==> config.mk <==
export PLATFORM = sky130hd
export DESIGN_NAME = music_box_mode_arbiter
export DESIGN_NICKNAME = d
export VERILOG_FILES = /design/src/rtl/music_box_pkg.sv /design/src/rtl/music_box_audio_mixer.sv /design/src/rtl/music_box_mode_arbiter.sv
export SDC_FILE = /design/constraint.sdc
export NUM_CORES = 1
export LEC_CHECK = 0
export ABC_CLOCK_PERIOD_IN_PS = 5400
export BUFFER_PORTS_ARGS = -buffer_cell sky130_fd_sc_hd__buf_2
export CAP_MARGIN = 10
export CORE_MARGIN = 10
export CORE_UTILIZATION = 42
export DETAILED_ROUTE_END_ITERATION = 6
export GPL_TIMING_DRIVEN = 0
export PLACE_DENSITY = 0.87
export SETUP_SLACK_MARGIN = 0.3
export SYNTH_ARGS = -nofsm -noshare
export SYNTH_HDL_FRONTEND = slang
export SYNTH_HIERARCHICAL = 1
export SYNTH_SLANG_ARGS = --single-unit
==> constraint.sdc <==
create_clock -name clock_50Mhz -period 5.4 [get_ports clock_50Mhz]
set_input_delay 0.27 -clock clock_50Mhz [delete_from_list [all_inputs] [get_ports clock_50Mhz]]
set_output_delay 0.27 -clock clock_50Mhz [all_outputs]
set_load 0.02 [all_outputs]
==> src/rtl/music_box_pkg.sv <==
// ---------------------------------------------------------------------------
// music_box_pkg
// Shared types and constants for the music box mode arbiter.
//   arb_state_t  : arbiter FSM states (IDLE -> ACTIVE -> HOLDOFF -> IDLE)
//   SDRAM_ADDR_W : width of the SDRAM controller address port
//   SDRAM_DATA_W : width of the SDRAM controller write-data port
// ---------------------------------------------------------------------------
package music_box_pkg;

    typedef enum logic [1:0] {
        ARB_IDLE    = 2'd0,
        ARB_ACTIVE  = 2'd1,
        ARB_HOLDOFF = 2'd2
    } arb_state_t;

    localparam int SDRAM_ADDR_W = 25;
    localparam int SDRAM_DATA_W = 16;

endpackage

==> src/rtl/music_box_audio_mixer.sv <==
// ---------------------------------------------------------------------------
// music_box_audio_mixer
// Masked, saturating, registered sum of the per-mode audio samples.
// A channel contributes when its mode is enabled or its PASSTHRU_MASK bit is
// set. The sum is formed wide enough that it can never wrap, then clamped to
// the full-scale AUDIO_W value.
// Ports:
//   clk_i     : clock
//   rst_i     : synchronous, active-high reset (clears the output to 0)
//   enable_i  : one-hot run enables from the arbiter
//   audio_i   : packed samples, slot k at [k*AUDIO_W +: AUDIO_W]
//   audio_o   : registered, clamped mix (one cycle after the inputs)
// ---------------------------------------------------------------------------
module music_box_audio_mixer #(
    parameter int                   NUM_MODES     = 4,
    parameter int                   AUDIO_W       = 8,
    parameter logic [NUM_MODES-1:0] PASSTHRU_MASK = '0
) (
    input  logic                         clk_i,
    input  logic                         rst_i,
    input  logic [NUM_MODES-1:0]         enable_i,
    input  logic [NUM_MODES*AUDIO_W-1:0] audio_i,
    output logic [AUDIO_W-1:0]           audio_o
);

    localparam int SUM_W = AUDIO_W + $clog2(NUM_MODES) + 1;

    logic [SUM_W-1:0]   sum;
    logic [AUDIO_W-1:0] audio_d;
    logic [AUDIO_W-1:0] audio_q;

    always_comb begin
        sum = '0;
        for (int k = 0; k < NUM_MODES; k++) begin
            if (enable_i[k] || PASSTHRU_MASK[k]) begin
                sum = sum + SUM_W'(audio_i[k*AUDIO_W +: AUDIO_W]);
            end
        end
        // Any bit above the sample width means the mix exceeds full scale.
        if (|sum[SUM_W-1:AUDIO_W]) begin
            audio_d = '1;
        end else begin
            audio_d = sum[AUDIO_W-1:0];
        end
    end

    always_ff @(posedge clk_i) begin
        if (rst_i) begin
            audio_q <= '0;
        end else begin
            audio_q <= audio_d;
        end
    end

    assign audio_o = audio_q;

endmodule

==> src/rtl/music_box_mode_arbiter.sv <==
// ---------------------------------------------------------------------------
// music_box_mode_arbiter
// Grants one of NUM_MODES button-requested modes at a time, holds off for
// HOLDOFF_CYCLES after each mode finishes, routes the single SDRAM command
// port to the active mode (when it is an SDRAM owner) and drives a saturating
// audio mix to the DAC.
//
// Optional feature: define MUSICBOX_MODE_TIMEOUT_EN to compile in an ACTIVE
// watchdog. After TIMEOUT_CYCLES ACTIVE cycles without mode_done the arbiter
// goes to HOLDOFF and pulses mode_timeout for one cycle. Without the macro
// there is no counter and mode_timeout is constant 0.
//
// Ports:
//   clock_50Mhz        : sole clock
//   reset              : synchronous, active-high
//   request_n          : debounced buttons, active-low level
//   mode_done          : per-mode completion; only the active mode's bit counts
//   current_mode       : 0 = none, k+1 = mode k active
//   mode_enable        : one-hot run enable (only in ACTIVE)
//   in_holdoff         : high during HOLDOFF
//   mode_timeout       : one-cycle watchdog pulse (first HOLDOFF cycle)
//   mode_audio         : packed per-mode samples
//   audio_out          : registered clamped mix
//   ch_*               : per-mode SDRAM command channels
//   sdram_*            : registered SDRAM command to the controller
//   dbg_state_o        : arbiter FSM state for observation
//
// Handshake: sdram_inputValid is a registered copy of the owning channel's
// ch_valid; it is qualified only by the arbiter grant, there is no ready.
// ---------------------------------------------------------------------------
module music_box_mode_arbiter
    import music_box_pkg::*;
#(
    parameter int                   NUM_MODES        = 4,
    parameter int                   AUDIO_W          = 8,
    parameter int                   HOLDOFF_CYCLES   = 33,
    parameter int                   REQUIRE_RELEASE  = 1,
    parameter logic [NUM_MODES-1:0] SDRAM_OWNER_MASK = NUM_MODES'(4'b1100),
    parameter logic [NUM_MODES-1:0] PASSTHRU_MASK    = '0,
    parameter int                   TIMEOUT_CYCLES   = 50_000_000
) (
    input  logic                              clock_50Mhz,
    input  logic                              reset,
    input  logic [NUM_MODES-1:0]              request_n,
    input  logic [NUM_MODES-1:0]              mode_done,
    output logic [$clog2(NUM_MODES+1)-1:0]    current_mode,
    output logic [NUM_MODES-1:0]              mode_enable,
    output logic                              in_holdoff,
    output logic                              mode_timeout,
    input  logic [NUM_MODES*AUDIO_W-1:0]      mode_audio,
    output logic [AUDIO_W-1:0]                audio_out,
    input  logic [NUM_MODES*SDRAM_ADDR_W-1:0] ch_addr,
    input  logic [NUM_MODES*SDRAM_DATA_W-1:0] ch_wdata,
    input  logic [NUM_MODES-1:0]              ch_is_writing,
    input  logic [NUM_MODES-1:0]              ch_valid,
    output logic [SDRAM_ADDR_W-1:0]           sdram_inputAddress,
    output logic [SDRAM_DATA_W-1:0]           sdram_writeData,
    output logic                              sdram_isWriting,
    output logic                              sdram_inputValid,
    output arb_state_t                        dbg_state_o
);

    localparam int MODE_W = $clog2(NUM_MODES + 1);
    localparam int HOLD_W = $clog2(HOLDOFF_CYCLES + 1);

    arb_state_t           state_q, state_d;
    logic [MODE_W-1:0]    grant_q, grant_d;
    logic [NUM_MODES-1:0] armed_q, armed_d;
    logic [HOLD_W-1:0]    hold_cnt_q, hold_cnt_d;

    logic [SDRAM_ADDR_W-1:0] sd_addr_q, sd_addr_d;
    logic [SDRAM_DATA_W-1:0] sd_wdata_q, sd_wdata_d;
    logic                    sd_wr_q, sd_wr_d;
    logic                    sd_valid_q, sd_valid_d;

    logic [NUM_MODES-1:0] eligible;
    logic [MODE_W-1:0]    sel_idx;
    logic                 grant_fire;
    logic                 done_sel;

`ifdef MUSICBOX_MODE_TIMEOUT_EN
    localparam int TO_W = $clog2(TIMEOUT_CYCLES + 1);
    logic [TO_W-1:0] act_cnt_q, act_cnt_d;
    logic            timeout_q, timeout_d;
`endif

    // Grant selection: highest-index eligible request wins.
    always_comb begin
        if (REQUIRE_RELEASE != 0) begin
            eligible = ~request_n & armed_q;
        end else begin
            eligible = ~request_n;
        end
        sel_idx  = '0;
        done_sel = 1'b0;
        for (int k = 0; k < NUM_MODES; k++) begin
            if (eligible[k]) begin
                sel_idx = MODE_W'(k);
            end
            if (grant_q == MODE_W'(k)) begin
                done_sel = mode_done[k];
            end
        end
    end

    // Next-state logic.
    always_comb begin
        state_d    = state_q;
        grant_d    = grant_q;
        hold_cnt_d = hold_cnt_q;
        grant_fire = 1'b0;
`ifdef MUSICBOX_MODE_TIMEOUT_EN
        act_cnt_d  = act_cnt_q;
        timeout_d  = 1'b0;
`endif
        case (state_q)
            ARB_IDLE: begin
                if (|eligible) begin
                    state_d    = ARB_ACTIVE;
                    grant_d    = sel_idx;
                    grant_fire = 1'b1;
`ifdef MUSICBOX_MODE_TIMEOUT_EN
                    act_cnt_d  = '0;
`endif
                end
            end
            ARB_ACTIVE: begin
                if (done_sel) begin
                    state_d    = ARB_HOLDOFF;
                    hold_cnt_d = '0;
`ifdef MUSICBOX_MODE_TIMEOUT_EN
                // Done has priority over a watchdog expiry in the same cycle.
                end else if (act_cnt_q == TO_W'(TIMEOUT_CYCLES - 1)) begin
                    state_d    = ARB_HOLDOFF;
                    hold_cnt_d = '0;
                    timeout_d  = 1'b1;
                end else begin
                    act_cnt_d  = act_cnt_q + 1'b1;
`endif
                end
            end
            ARB_HOLDOFF: begin
                if (hold_cnt_q == HOLD_W'(HOLDOFF_CYCLES - 1)) begin
                    state_d    = ARB_IDLE;
                    hold_cnt_d = '0;
                end else begin
                    hold_cnt_d = hold_cnt_q + 1'b1;
                end
            end
            default: begin
                state_d = ARB_IDLE;
            end
        endcase

        // A released button re-arms its mode; the granted mode is disarmed.
        // The granted button is low, so the two never touch the same bit.
        armed_d = armed_q | request_n;
        for (int k = 0; k < NUM_MODES; k++) begin
            if (grant_fire && (sel_idx == MODE_W'(k))) begin
                armed_d[k] = 1'b0;
            end
        end
    end

    // SDRAM command mux, registered below.
    always_comb begin
        sd_addr_d  = '0;
        sd_wdata_d = '0;
        sd_wr_d    = 1'b0;
        sd_valid_d = 1'b0;
        if (state_q == ARB_ACTIVE) begin
            for (int k = 0; k < NUM_MODES; k++) begin
                if ((grant_q == MODE_W'(k)) && SDRAM_OWNER_MASK[k]) begin
                    sd_addr_d  = ch_addr[k*SDRAM_ADDR_W +: SDRAM_ADDR_W];
                    sd_wdata_d = ch_wdata[k*SDRAM_DATA_W +: SDRAM_DATA_W];
                    sd_wr_d    = ch_is_writing[k];
                    sd_valid_d = ch_valid[k];
                end
            end
        end
    end

    always_ff @(posedge clock_50Mhz) begin
        if (reset) begin
            state_q    <= ARB_IDLE;
            grant_q    <= '0;
            armed_q    <= '1;
            hold_cnt_q <= '0;
            sd_addr_q  <= '0;
            sd_wdata_q <= '0;
            sd_wr_q    <= 1'b0;
            sd_valid_q <= 1'b0;
        end else begin
            state_q    <= state_d;
            grant_q    <= grant_d;
            armed_q    <= armed_d;
            hold_cnt_q <= hold_cnt_d;
            sd_addr_q  <= sd_addr_d;
            sd_wdata_q <= sd_wdata_d;
            sd_wr_q    <= sd_wr_d;
            sd_valid_q <= sd_valid_d;
        end
    end

`ifdef MUSICBOX_MODE_TIMEOUT_EN
    always_ff @(posedge clock_50Mhz) begin
        if (reset) begin
            act_cnt_q <= '0;
            timeout_q <= 1'b0;
        end else begin
            act_cnt_q <= act_cnt_d;
            timeout_q <= timeout_d;
        end
    end

    assign mode_timeout = timeout_q;
`else
    assign mode_timeout = 1'b0;
`endif

    // Outputs decoded from the registered state.
    always_comb begin
        mode_enable = '0;
        for (int k = 0; k < NUM_MODES; k++) begin
            mode_enable[k] = (state_q == ARB_ACTIVE) && (grant_q == MODE_W'(k));
        end
    end

    assign current_mode = (state_q == ARB_ACTIVE) ? grant_q + 1'b1 : '0;
    assign in_holdoff   = (state_q == ARB_HOLDOFF);
    assign dbg_state_o  = state_q;

    assign sdram_inputAddress = sd_addr_q;
    assign sdram_writeData    = sd_wdata_q;
    assign sdram_isWriting    = sd_wr_q;
    assign sdram_inputValid   = sd_valid_q;

    music_box_audio_mixer #(
        .NUM_MODES     (NUM_MODES),
        .AUDIO_W       (AUDIO_W),
        .PASSTHRU_MASK (PASSTHRU_MASK)
    ) u_mixer (
        .clk_i    (clock_50Mhz),
        .rst_i    (reset),
        .enable_i (mode_enable),
        .audio_i  (mode_audio),
        .audio_o  (audio_out)
    );

endmodule

==> results.sh <==
export IMPL_finalClockSkew_ns=0.0137
export IMPL_utilization_pct=58.9
export IMPL_die_area_mm2=0.0136
export IMPL_synth_fp_nets=680
export IMPL_arrival_ns=5.14
export IMPL_die_y_um=117
export IMPL_min_delay_start="request_n[0]"
export IMPL_drive_gt1_share_pct=42.2
export IMPL_max_freq_ghz=0.202
export IMPL_post_route_min_period_ns=4.95
export IMPL_numCtsBuffers=9
export IMPL_synth_seq_cells=65
export IMPL_max_slew_margin_pct=58.4
export IMPL_fin_crit_sh_pct=91.7
export IMPL_h_tree_depth=3
export IMPL_nets=889
export IMPL_dpl_cell_count=732
export IMPL_netlist_instances=433
export IMPL_drv_slew=0
export IMPL_critPathTopFamily="simple AND/OR/NAND/NOR gates"
export IMPL_finalSetupViolations=0
export IMPL_antenna_cells=0
export IMPL_holdPathEnd="armed_q[0]"
export IMPL_grt_remaining_overflow=0
export IMPL_vias=4079
export IMPL_antenna_found_initial=0
export IMPL_synth_top_area_cell="dfxtp_1"
export IMPL_synth_cell_types=62
export IMPL_final_cells=758
export IMPL_r2r_end="u_mixer/audio_o[4]"
export IMPL_syn_avg_cell_area_um2=9.04
export IMPL_synthMostInstantiatedCell="dfxtp_1"
export IMPL_synthTopCellsByCount="dfxtp_1, nor2_1, a22oi_1"
export IMPL_synth_top_cells_by_area="dfxtp_1, ha_1, a22oi_1"
export IMPL_stdcell_area_mm2=0.00539
export IMPL_grt_total_usage_pct=18.4
export IMPL_fin_hold_ws_ns=0.133
export IMPL_cts_hold_fix_buffers=0
export IMPL_grt_max_degree=13
export IMPL_r2r_start="dbg_state_o[1]"
export IMPL_drt_vias_per_instance=5.38
export IMPL_routed_wl_mm=13.4
export IMPL_worstPathCellList="and2b_4 -> and2_4 -> and2_4 -> ha_2 -> inv_1 -> fa_2 -> nor2b_4 -> o31a_1 -> o31a_1 -> a21oi_1 -> mux2_4 -> ha_4 -> or3_4 -> o22a_4 -> xnor2_2 -> nor2_1 -> or2_4 -> ha_4 -> nand3b_1 -> nor4_2 -> o211a_1 -> nand4_1 -> nand3b_4 -> o22ai_2"
export IMPL_yosys_warnings=6
export IMPL_clk_latency_ns=0.34
export IMPL_drt_pass1_iter_count=5
export IMPL_holdPathStages=2
export IMPL_cts_tree="yes"
export IMPL_run_status="completed"
export IMPL_cts_root_buf="clkbuf_8"
export IMPL_pin_count=276
export IMPL_core_region_area_mm2=0.00915
export IMPL_num_rows=35
export IMPL_yosys_area_top_type_share_pct=33.3
export IMPL_power_density_mw_per_mm2=427
export IMPL_ys_flop_type="dfxtp_1"
export IMPL_clk_pin_slew_ns=0.07
export IMPL_start_util_pct=42.7
export IMPL_vdd_drop_max_v=0.000234
export IMPL_r2r_cells=24
export IMPL_cts_max_path_buffers=2
export IMPL_yosysSeqAreaShare_pct=33.3
export IMPL_startpoint_type="flop"
export IMPL_hold_violations=0
export IMPL_worst_ep_required_time_ns=5.59
export IMPL_slowest_delay_ns=0.37
export IMPL_avgRoutedWirePerCell_um=17.7
export IMPL_netlist_area_mm2=0.00391
export IMPL_crit_type="flop to flop"
export IMPL_async_flop_share_pct=0
export IMPL_first_iter_violations=214
export IMPL_die_x_um=117
export IMPL_area_growth_pct=37.7
export IMPL_max_cap_violations=0
export IMPL_drc=0
export IMPL_hold_class="input port to flop"
export IMPL_path_buf_inv=1
export IMPL_hpwl_mm=11.0
export IMPL_p_leak_uw=0.00257
export IMPL_r2r_slack_ns=0.45
export IMPL_setup_tns_ns=0
export IMPL_routabilityCongestion=0.933
export IMPL_worstMarginPinSlew_ns=0.624
export IMPL_slowest_stage="fa_2"
export IMPL_cp_max_fo=8
export IMPL_ant_nets=0
export IMPL_numPortBuffers=188
export IMPL_grt_pass1_vias=4093
export IMPL_rsz0062_at_grt="false"
export IMPL_cts_sinks=65
export IMPL_synth_edf_count=0
export IMPL_dpl_cell_area_mm2=0.00499
export IMPL_grt_pass1_wl_mm=20.0
export IMPL_endpoint_kind="flop"
-- layout make-up --
class / count / area, µm²
Sequential cell: 65 / 1310
Buffer: 23 / 113
Inverter: 18 / 67.6
Clock buffer: 10 / 128
Tap cell: 111 / 139
Clock inverter: 6 / 92.6
Multi-Input combinational cell: 327 / 2520
Timing Repair Buffer: 198 / 1020
Fill cell: 761 / 3760
-- layer usage --
layer | share of wire, % | global-route usage, % | wire length, µm
met4 | 1.9 | 6.26 | 260
met1 | 38 | 20.4 | 5110
met5 | 0 | 0 | 0
met2 | 54 | 32.7 | 7180
met3 | 6.3 | 5.29 | 837
-- cells by family after synthesis --
| kind of cell | synth area share, % |
|---|---|
| and+or+nand+nor | 17.1 |
| AOI/OAI and AO/OA | 26.5 |
| muxes | 4.13 |
| adders and majority gates | 11.1 |
| other | 0.0958 |
| DFF | 33.3 |
| xor gates and xnor gates | 3.13 |
| buffers and inverters | 4.60 |
-- how the worst max path moves through the flow --
stage,from,to,slack [ns],depth (start not counted)
2_1_floorplan,dbg_state_o[0],u_mixer/audio_o[0],0.34,24
3_3_place_gp,dbg_state_o[1],u_mixer/audio_o[3],0.14,24
3_5_place_dp,dbg_state_o[0],u_mixer/audio_o[4],-0.07,24
4_1_cts,dbg_state_o[1],u_mixer/audio_o[4],0.31,24
5_1_grt,grant_q[0],u_mixer/audio_o[3],0.27,26
6_report,dbg_state_o[1],u_mixer/audio_o[4],0.45,24
-- where the power goes --
group / switching (µW) / internal, µW / total, µW
registers: 33.1 / 548 / 581
logic: 712 / 558 / 1270
clock network: 190 / 262 / 451
total: 935 / 1370 / 2300
-- state kept, by name (all words and copies together), names as in the netlist --
signal and cells:
sdram_inputAddress 25, sdram_writeData 16, u_mixer/audio_o 8, hold_cnt_q 6, armed_q 4, dbg_state_o 2, grant_q 2, sdram_inputValid 1
sdram_isWriting 1
-- cell usage in the layout (no fill, tap or decap), types with 10 or more instances in the layout --
cell type  netlist  layout
a21oi_1         17      17
dfxtp_1         65      61
o21ai_0         15      13
a22oi_1         44      44
inv_1           18      17
buf_2            9     197
buf_4            2      12
nand2_1         14      14
ha_1            30      25
clkbuf_1         9      10
nor2_1          62      62
-- per-stage QoR --
stage	total power [µW]	setup WS, ns
after floorplan	1430	0.345
after global routing	2460	0.272
after CTS	2260	0.313
final	2300	0.448
after detailed placement	1740	-0.0653
after global placement	1690	0.137
-- repair_timing --
item                       in CTS  in global routing
resized for setup              21                  5
hold endpoints to repair        0                  0
setup endpoints to repair       8                  8
buffers inserted                5                  5
pin swaps                       7                  8
No activity file was read; power rests on OpenSTA's default activity.
